### src/rtl/pipeline_ctrl.sv
// pipeline_ctrl: hazard, stall and sequencing controller for the 5-stage core.
// Produces operand forwarding selects, per-stage stall/flush enables and the
// data-memory strobe. Two sequential engines live here as well: a memory
// wait tracker that raises a sticky timeout flag, and a halt/drain FSM that
// quiesces the pipeline on request without dropping an instruction.
//
// Handshake: dmem_req is a strobe that stays high while the access in M is
// outstanding; the access completes in the first cycle where dmem_req and
// dmem_ready are both high. Every cycle with dmem_req high and dmem_ready
// low is one stall cycle for F/D/E/M with a bubble into W.
module pipeline_ctrl #(
  parameter int MEM_TIMEOUT = 16,
  parameter int CNT_W       = 5
) (
  input  logic       clk,
  input  logic       reset,
  input  logic [4:0] Rs1D,
  input  logic [4:0] Rs2D,
  input  logic [4:0] Rs1E,
  input  logic [4:0] Rs2E,
  input  logic [4:0] RdE,
  input  logic [4:0] RdM,
  input  logic [4:0] RdW,
  input  logic       RegWriteM,
  input  logic       RegWriteW,
  input  logic       LoadE,
  input  logic       PCSrcE,
  input  logic       MemReqM,
  input  logic       dmem_ready,
  input  logic       halt_req,
  output logic [1:0] ForwardAE,
  output logic [1:0] ForwardBE,
  output logic       StallF,
  output logic       StallD,
  output logic       StallE,
  output logic       StallM,
  output logic       FlushD,
  output logic       FlushE,
  output logic       FlushW,
  output logic       dmem_req,
  output logic       halted,
  output logic       mem_err,
  output logic [1:0] dbg_state
);

  typedef enum logic [1:0] {
    ST_RUN    = 2'd0,
    ST_DRAIN  = 2'd1,
    ST_HALTED = 2'd2
  } state_e;

  localparam logic [1:0] FWD_RF  = 2'b00;
  localparam logic [1:0] FWD_MEM = 2'b10;
  localparam logic [1:0] FWD_WB  = 2'b01;

  // Number of non-stalled DRAIN cycles counted before entering HALTED.
  localparam logic [1:0] DRAIN_LAST = 2'd2;

  localparam logic [CNT_W-1:0] WAIT_LAST = CNT_W'(MEM_TIMEOUT - 1);

  state_e           state_q;
  logic [1:0]       drain_cnt_q;
  logic             halted_q;
  logic [CNT_W-1:0] wait_cnt_q;
  logic [CNT_W-1:0] wait_cnt_d;
  logic             mem_err_q;
  logic             mem_err_d;

  logic             lwstall;
  logic             memstall;
  logic             not_run;
  logic             drain_branch;

  // Forward from M first (youngest producer), then W; x0 never forwards.
  function automatic logic [1:0] fwd_sel(
    input logic [4:0] rs,
    input logic [4:0] rd_m,
    input logic       we_m,
    input logic [4:0] rd_w,
    input logic       we_w
  );
    logic [1:0] sel;
    sel = FWD_RF;
    if (rs != 5'd0) begin
      if (we_m && (rd_m == rs)) begin
        sel = FWD_MEM;
      end else if (we_w && (rd_w == rs)) begin
        sel = FWD_WB;
      end
    end
    return sel;
  endfunction

  // Operand forwarding selects for both ALU inputs.
  always_comb begin
    ForwardAE = fwd_sel(Rs1E, RdM, RegWriteM, RdW, RegWriteW);
    ForwardBE = fwd_sel(Rs2E, RdM, RegWriteM, RdW, RegWriteW);
  end

  // Hazard terms: a taken branch in E squashes the dependent D instruction,
  // so a load-use stall is pointless then and is suppressed.
  always_comb begin
    lwstall      = LoadE && (RdE != 5'd0) &&
                   ((RdE == Rs1D) || (RdE == Rs2D)) && !PCSrcE;
    memstall     = MemReqM && !dmem_ready;
    not_run      = (state_q != ST_RUN);
    drain_branch = (state_q == ST_DRAIN) && PCSrcE;
  end

  // Stall/flush enables. memstall freezes F..M and overrides all flushes
  // except W, which receives bubbles while M waits on memory.
  always_comb begin
    dmem_req = MemReqM;
    StallF   = lwstall || memstall || (not_run && !drain_branch);
    StallD   = lwstall || memstall || not_run;
    StallE   = memstall;
    StallM   = memstall;
    FlushD   = PCSrcE && !memstall;
    FlushE   = (PCSrcE || lwstall || not_run) && !memstall;
    FlushW   = memstall;
  end

  // Wait counter next state: saturating count of consecutive memstall
  // cycles; the timeout flag is sticky until reset and never aborts the stall.
  always_comb begin
    wait_cnt_d = '0;
    mem_err_d  = mem_err_q;
    if (memstall) begin
      if (&wait_cnt_q) begin
        wait_cnt_d = wait_cnt_q;
      end else begin
        wait_cnt_d = wait_cnt_q + 1'b1;
      end
      if (wait_cnt_q == WAIT_LAST) begin
        mem_err_d = 1'b1;
      end
    end
  end

  // Memory wait tracker registers.
  always_ff @(posedge clk or negedge reset) begin
    if (!reset) begin
      wait_cnt_q <= '0;
      mem_err_q  <= 1'b0;
    end else begin
      wait_cnt_q <= wait_cnt_d;
      mem_err_q  <= mem_err_d;
    end
  end

  // Halt/drain FSM with registered halted output. D is held during DRAIN,
  // so abandoning the drain when halt_req drops loses nothing.
  always_ff @(posedge clk or negedge reset) begin
    if (!reset) begin
      state_q     <= ST_RUN;
      drain_cnt_q <= 2'd0;
      halted_q    <= 1'b0;
    end else begin
      case (state_q)
        ST_RUN: begin
          halted_q <= 1'b0;
          if (halt_req) begin
            state_q     <= ST_DRAIN;
            drain_cnt_q <= 2'd0;
          end
        end
        ST_DRAIN: begin
          if (!halt_req) begin
            state_q  <= ST_RUN;
            halted_q <= 1'b0;
          end else if (!memstall) begin
            if (drain_cnt_q == DRAIN_LAST) begin
              state_q  <= ST_HALTED;
              halted_q <= 1'b1;
            end else begin
              drain_cnt_q <= drain_cnt_q + 2'd1;
            end
          end
        end
        ST_HALTED: begin
          if (!halt_req) begin
            state_q  <= ST_RUN;
            halted_q <= 1'b0;
          end
        end
        default: begin
          state_q     <= ST_RUN;
          drain_cnt_q <= 2'd0;
          halted_q    <= 1'b0;
        end
      endcase
    end
  end

  assign halted    = halted_q;
  assign mem_err   = mem_err_q;
  assign dbg_state = state_q;

endmodule

### config.mk
export PLATFORM = sky130hd
export DESIGN_NAME = pipeline_ctrl
export DESIGN_NICKNAME = d
export VERILOG_FILES = /design/src/rtl/pipeline_ctrl.sv
export SDC_FILE = /design/constraint.sdc
export NUM_CORES = 1
export LEC_CHECK = 0
export CAP_MARGIN = 20
export CORE_MARGIN = 1.5
export CORE_UTILIZATION = 41
export DETAILED_ROUTE_END_ITERATION = 6
export PLACE_DENSITY_LB_ADDON = 0.25
export SYNTH_ARGS = -nofsm -noshare
export SYNTH_HDL_FRONTEND = slang
export SYNTH_SLANG_ARGS = --single-unit
### constraint.sdc
create_clock -name clk -period 2.57 [get_ports clk]
set_input_delay 0.514 -clock clk [delete_from_list [all_inputs] [get_ports clk]]
set_output_delay 0.514 -clock clk [all_outputs]
set_load 0.1 [all_outputs]
Yosys cells after proc, flatten, opt, wreduce, memory -nomap -nowiden
Index checks and enable logic that the tools add are counted.

Add/sub/neg operators: 2. Equality and inequality tests: 18. Multiplexer cells: 24. Bitwise gates (word level): 1. Reduce and logical (&&, ||, !) cells: 32.

Operator list (count): $eq A5 B5 Y1 (6); $mux W2 (13); $reduce_bool A5 Y1 (3); $logic_and A1 B1 Y1 (12); $ne A2 B2 Y1 const B (6); $pmux W2 S3 (2); $mux W5 (2); $reduce_and A5 Y1 (2); $logic_or A1 B1 Y1 (6); $mux W1 (6); $add A5 B1 Y5 const B (1); $eq A5 B4 Y1 const B (1); $eq A2 B2 Y1 const B (2); $logic_not A1 Y1 (4); $reduce_and A4 Y1 (1); $ne A3 B2 Y1 const B (1); $ne A3 B3 Y1 const B (1); $reduce_and A3 Y1 (1); $add A2 B1 Y2 const B (1); $eq A2 B1 Y1 const B (1); $logic_not A2 Y1 (1); $pmux W1 S2 (1); $reduce_and A2 Y1 (1); $reduce_bool A2 Y1 (1); $not A1 Y1 (1).

Register bits: 11. Input bits: 44. Output and inout bits: 16. Word-level logic and storage cells: 82.

Logic depth before layout (Yosys ltp)
Gate-level depths: netlist of run 1.

Depth in word-level cells: 7. Gate-level depth with buffers: 7. Gate-level depth less buffers: 6.

Worst setup path after synthesis of run 1
Ideal clock, no wire load.

Kind: input -> output. Start: input port RdM[1]. End: output port ForwardAE[1]. Arrival: 3.268 ns. Data required time: 2.056 ns. Setup slack: -1.212 ns. Stages: 4. Path buffers: 0. Cell sequence: xor2_1 > nor4_1 > and3_1 > a21boi_0.

Word-level cells in the longest chain between the ends: 4.

RTL lines: start: declaration (RTL line 22) `input logic [4:0] RdM,`; $eq A5 B5 Y1 (RTL line 85) `if (we_m && (rd_m == rs)) begin`; $logic_and A1 B1 Y1 (RTL line 85); $mux W2 (RTL line 85); $mux W2 (RTL line 84) `if (rs != 5'd0) begin`; end: declaration (RTL line 31) `output logic [1:0] ForwardAE,`.

No other way between the ends.

Worst setup path in the final report of run 1
Start: input port RdM[0]. End: output port ForwardBE[1].

Word-level cells in the longest chain between the ends: 4.

RTL lines: $eq A5 B5 Y1 (RTL line 85); $logic_and A1 B1 Y1 (RTL line 85); $mux W2 (RTL line 85); $mux W2 (RTL line 84); end: declaration (RTL line 32) `output logic [1:0] ForwardBE,`.

No other way between the ends.

==> reports/metrics.yaml, run 1 <==
pwr:
  power.switching_uw: 404.5
  power_density_nw_per_um2: 426.5
  p_sw_share_pct: 47.06
  comb_power_share_pct: 59.7
  clkPwrFrac_pct: 14.7
  irDropWorstVdd_uv: 484.3
  p_int_uw: 455.1
  p_leak_uw: 0.0009394
  p_seq_share_pct: 25.6
global_routing:
  antenna_found_initial: 0
  grt_pass1_vias: 1294
  grt_pass1_wl_um: 6051
  grt_overflow: 0
  grt_start_max_net_pins: 12
  track_usage_pct: 30.67
worst_hold_path:
  min_path_type: "register to register"
  hold_path_startpoint: "mem_err"
sta:
  skew_ns: 0.0006726
  min_period_over_period_pct: 101.3
  fin_tns_setup_ns: -0.03348
  drv_slew: 0
  worst_slack_ns: -0.03348
  tightest_slew_ns: 0.4749
  fmax_mhz: 384.1
  relSlewSlack_pct: 68.24
  holdWs_ns: 0.4842
  setup_violations: 1
  hold_violations: 0
  fin_crit_ns: 2.603
worst_setup_path:
  worst_setup_path_start_kind: "input pin"
  worstPathMaxFanout: 2
  crit_family: "simple AND/OR/NAND/NOR gates"
  arrival_ns: 2.09
  critPathRequiredTime_ns: 2.06
  crit_chain: "dlygate4sd2_1 -> xor2_1 -> nor4_1 -> and3_1 -> a21boi_4 -> buf_12"
  rr_startpoint: "wait_cnt_q[0]"
  slowest_delay_ns: 0.42
  cp_slowest_cell: "nor4_1"
  critical_path_class: "input pin to output port"
  critPathBufInv: 2
  crit_path_end_kind: "output port"
  critPathLaunch: "RdM[0]"
routing:
  drtPass1Iterations: 4
  vias: 1305
  wire_per_inst_um: 20.13
  viasPerCell: 5.826
  antenna_left: 0
  wl_um: 4508
  drcViolationCount: 0
  drtIter0Drc: 56
floorplanning:
  io_pins: 60
  start_util_pct: 44.66
  die_h_um: 53.03
  row_count: 17
  coreArea_sq_um: 2297
  die_area_sq_um: 2812
  die_w_um: 53.03
synthesis:
  synthCells: 124
  synth_nets: 172
  avgSynthCellArea_sq_um: 8.274
  synthesis.area_sq_um: 1026
  synth_cell_types: 34
  yosysWarnings: 0
  synth-seq-area-share_pct: 26.83
  ys_seq_elements: 11
layout:
  mostFrequentLayoutCells: "clkdlybuf4s50_1 (23), buf_4 (19), xor2_1 (16)"
  diodes: 0
  multi_input_area_sq_um: 830.8
  drive_gt1_share_pct: 26.53
  fillers: 95
  utilization_pct: 87.75
  final_common_cell: "clkdlybuf4s50_1"
  final_nets: 245
  register_area_sq_um: 275.3
  layout.cells.non_filler: 224
  syn_to_final_growth_pct: 96.46
clock_tree:
  clk_latency_ns: 0.28
  clock_path_buffers: 2
  hold_buffers: 0
  htreeDepth: 1
  cts_tree: "yes"
  cts_sinks: 11
  clk_pin_slew_ns: 0.07
  clockRootBuffer: "clkbuf_4"
  cts_buffers: 3
run_status:
  status: "finished, violations left"
  failed_checks: "setup timing"
placed_design:
  dp_cells: 219
  place_congestion: 0.8159
  place_hpwl_um: 3140
  io_buffers: 59
flow_run:
  drv_cap: 0
-- final cells by class --
type	instances	area share, %
Multi-Input combinational cell	101	41.22
Timing Repair Buffer	74	40.97
Sequential cell	11	13.66
Tap cell	28	1.738
Clock buffer	4	1.304
Inverter	6	1.117
-- per-layer routing --
| metal | vias to the layer above | part of all wire (%) | routed length, um | global-route usage [%] |
|---|---|---|---|---|
| met5 | - | 0 | 0 | 0 |
| met4 | 0 | 6.4 | 289 | 16.67 |
| met3 | 31 | 9.2 | 414 | 6.780 |
| met2 | 108 | 50 | 2248 | 55.42 |
| met1 | 591 | 35 | 1556 | 32.65 |
| li1 | 575 | - | - | - |
-- cell usage after synthesis --
master	number	area, sq um
a21boi_0	2	15.01
a21o_1	1	7.510
a21oi_1	8	40.04
a21oi_2	1	8.760
a221oi_1	1	8.760
a311oi_1	1	8.760
a31oi_1	2	12.51
and2_1	1	6.260
and3_1	3	18.77
buf_2	2	10.01
buf_4	3	22.52
clkbuf_1	1	3.750
dfrtp_1	11	275.3
ha_1	4	50.05
inv_1	5	18.77
inv_2	1	3.750
mux2i_1	1	10.01
nand2_1	4	15.01
nand2b_1	2	12.51
nand3_1	4	20.02
nand4b_1	1	8.760
nor2_1	10	37.54
nor2b_1	2	12.51
nor3_1	8	40.04
nor3b_1	1	7.510
nor4_1	4	25.02
o21a_1	1	7.510
o21ai_0	4	20.02
o21ai_1	1	5.000
o22ai_1	1	6.260
o41ai_1	1	8.760
or4_1	1	7.510
xnor2_1	15	131.4
xor2_1	16	140.1
-- worst paths after layout --
| path | endpoint | slack, ns | cells after the start |
|---|---|---|---|
| max in group asynchronous | mem_err | 1.70 | 1 |
| min in group asynchronous | drain_cnt_q[1] | 0.55 | 1 |
| setup / recovery | ForwardBE[1] | -0.03 | 6 |
| hold / removal | mem_err | 0.48 | 1 |
| hold reg to reg | mem_err | 0.48 | 1 |
| setup reg to reg | wait_cnt_q[3] | 0.92 | 6 |
-- power by group through the flow --
| stage | Sequential, uW | Clock (uW) | Combinational (uW) |
|---|---|---|---|
| 6_report | 220 | 126 | 514 |
| 5_1_grt | 223 | 135 | 532 |
| 4_1_cts | 218 | 126 | 495 |
| 3_5_place_dp | 221 | 0 | 489 |
| 3_3_place_gp | 217 | 0 | 468 |
| 2_1_floorplan | 250 | 0 | 250 |
-- stage by stage --
stage / instance area, sq um / setup WS (ns) / total power [uW]
final: 2016 / -0.03348 / 859.7
after global routing: 2016 / -0.06361 / 890.0
after CTS: 1968 / 0.005796 / 839.2
after detailed placement: 1887 / -0.2376 / 710.0
after global placement: 1887 / -0.1047 / 685.5
after floorplan: 1082 / 0.04648 / 500.7
-- flip-flops by register name, indices dropped and copies added, names as in the netlist --
signal / cells
drain_cnt_q: 2
halted: 1
mem_err: 1
wait_cnt_q: 5
dbg_state: 2
-- cells by family after synthesis --
group,count (synthesis),share of synthesized area (%)
muxes,1,0.9756
DFF,11,26.83
and+or+nand+nor,41,20.61
buffers and inverters,12,5.731
xor gates and xnor gates,31,26.46
AOI/OAI and AO/OA,24,14.51
adders and majority gates,4,4.878
-- timing repair --
item / 4_1_cts / 5_1_grt
pin swaps: 8 / 13
endpoints found under the setup margin: 6 / 6
resized for setup: 21 / 13
buffers inserted: 1 / 0
No activity file was read; power rests on OpenSTA's default activity.
==> run 2, diff against run 1 <==
Settings changed: REMOVE_ABC_BUFFERS set to 1, TNS_END_PERCENT set to 10.
==> reports/metrics.yaml, run 2 (synthesis results as in run 1) <==
layout:
  syn_to_final_growth_pct: 96.46  # unchanged
  final_common_cell: "clkdlybuf4s50_1"
  mostFrequentLayoutCells: "clkdlybuf4s50_1 (26), buf_4 (24), xor2_1 (16)"
  final_nets: 250  # +2.0%
  diodes: 0  # unchanged
  largest_reg_flops: 5  # unchanged
  final_area_sq_um: 2016  # unchanged
  drive_gt1_share_pct: 27.86  # +1.3 points
  top_register: "wait_cnt_q"
pwr:
  p_leak_uw: 0.0009726  # +3.5%
  irDropWorstVdd_uv: 503.7  # +4.0%
  power_density_nw_per_um2: 419.6  # -1.6%
worst_setup_path:
  arrival_ns: 2.04  # -0.05 ns
  critical_path_class: "input pin to output port"
  crit_path_end_kind: "output port"
  worst_setup_path_start_kind: "input pin"
  worstPathMaxFanout: 3  # +1
  critPathRequiredTime_ns: 2.06  # about the same
clock_tree:
  clock_path_buffers: 2  # unchanged
  cts_sinks: 11  # unchanged
  clk_latency_ns: 0.27  # about the same
  hold_buffers: 0  # unchanged
  cts_tree: "yes"
  cts_buffers: 3  # unchanged
  clk_pin_slew_ns: 0.08  # about the same
  clockRootBuffer: "clkbuf_4"
  htreeDepth: 1  # unchanged
sta:
  drv_slew: 0  # unchanged
  skew_ns: 0.003681  # +0.003009 ns
  fmax_mhz: 392.3  # +2.1%
  min_period_over_period_pct: 99.19  # -2.1 points
  tightest_slew_ns: 0.4989  # +0.02403 ns
  hold_violations: 0  # unchanged
  fin_crit_ns: 2.549  # -0.05418 ns
  worst_slack_ns: 0.02070  # +0.05418 ns
  setup_violations: 0  # -1
  relSlewSlack_pct: 66.63  # -1.6 points
flow_run:
  drv_cap: 0  # unchanged
floorplanning:
  row_count: 17  # unchanged
  coreArea_sq_um: 2297  # unchanged
  die_w_um: 53.03  # unchanged
  io_pins: 60  # unchanged
  die_area_sq_um: 2812  # unchanged
  die_h_um: 53.03  # unchanged
  start_util_pct: 44.66  # unchanged
routing:
  drtIter0Drc: 31  # -45%
  drtPass1Iterations: 4  # unchanged
  wire_per_inst_um: 18.40  # -8.6%
  wl_um: 4214  # -6.5%
  vias: 1315  # +0.77%
  viasPerCell: 5.742  # -1.4%
  antenna_left: 0  # unchanged
  drcViolationCount: 0  # unchanged
global_routing:
  grt_pass1_vias: 1187  # -8.3%
  track_usage_pct: 26.60  # -4.1 points
  antenna_found_initial: 0  # unchanged
  grt_start_max_net_pins: 12  # unchanged
  grt_overflow: 0  # unchanged
  grt_pass1_wl_um: 5388  # -11%
placed_design:
  place_congestion: 0.7512  # -7.9%
  place_ws_ns: -0.1771  # +0.06057 ns
  io_buffers: 59  # unchanged
  place_hpwl_um: 2898  # -7.7%
  post_dp_cell_area_sq_um: 1861  # -1.4%
worst_hold_path:
  min_path_type: "register to register"
run_status:
  status: "completed"
-- run 2: cell count changes in the layout (fill, tap and decap cells not counted), moves of 3 or more --
| cell | previous run | this run |
|---|---|---|
| buf_4 | 19 | 24 |
| clkdlybuf4s50_1 | 23 | 26 |
| dlygate4sd2_1 | 10 | 5 |
| nor3_2 | 1 | 4 |
-- run 2: repair_timing --
action / in CTS / in global routing
pin swaps: 2 / 17
endpoints found under the hold margin: 0 / 0
setup endpoints to repair: 7 / 7
buffers inserted: 0 / 3
resized for setup: 10 / 28
-- run 2: worst paths after layout --
kind,startpoint,end,slack (ns),depth (start not counted)
max in group asynchronous,reset,wait_cnt_q[4],1.66,1
min reg2reg,mem_err,mem_err,0.46,1
max,RdE[2],StallF,0.02,6
min,mem_err,mem_err,0.46,1
max reg2reg,wait_cnt_q[0],wait_cnt_q[3],0.86,6
min in group asynchronous,reset,drain_cnt_q[1],0.57,1
-- run 2: routing by layer --
layer / wire, um / GRT usage [%] / vias to the layer above
met1: 1637 / 29.73 / 625
li1: - / - / 590
met3: 260 / 4.802 / 21
met4: 195 / 10.68 / 0
met5: 0 / 0 / -
met2: 2120 / 48.96 / 79
-- run 2: power breakdown --
group	switching, uW	internal [uW]	total, uW
logic	298	204	502
registers	27.1	192	219
clock network	64.6	60.0	125
-- run 2: final cells by class --
cell class	instances	area (sq um)
flip-flops and latches	11	275.3
fillers	102	281.5
well taps	28	35.03
clock buffers	4	26.28
repair buffers	79	879.6
inverters	6	22.52
multi-input cells	101	777.0
-- run 2: through the flow --
stage	instances	hold WS (ns)	utilization [%]	setup TNS, ns	power, uW
floorplan	118	0.2184	-	-7.141	472.6
global placement	223	0.4417	80.99	-0.2375	674.5
detailed placement	223	0.4456	80.99	-0.5999	695.8
CTS	227	0.4629	82.52	-0.2508	816.0
global route	229	0.4774	87.75	-0.07396	885.5
finish	229	0.4603	87.75	0	845.7
-- run 2: critical path: stages --
cell,delay [ns]
dlygate4sd2_1,0.27
or4_1,0.53
o21a_1,0.24
a21oi_2,0.18
o21ai_2,0.10
clkbuf_16,0.20
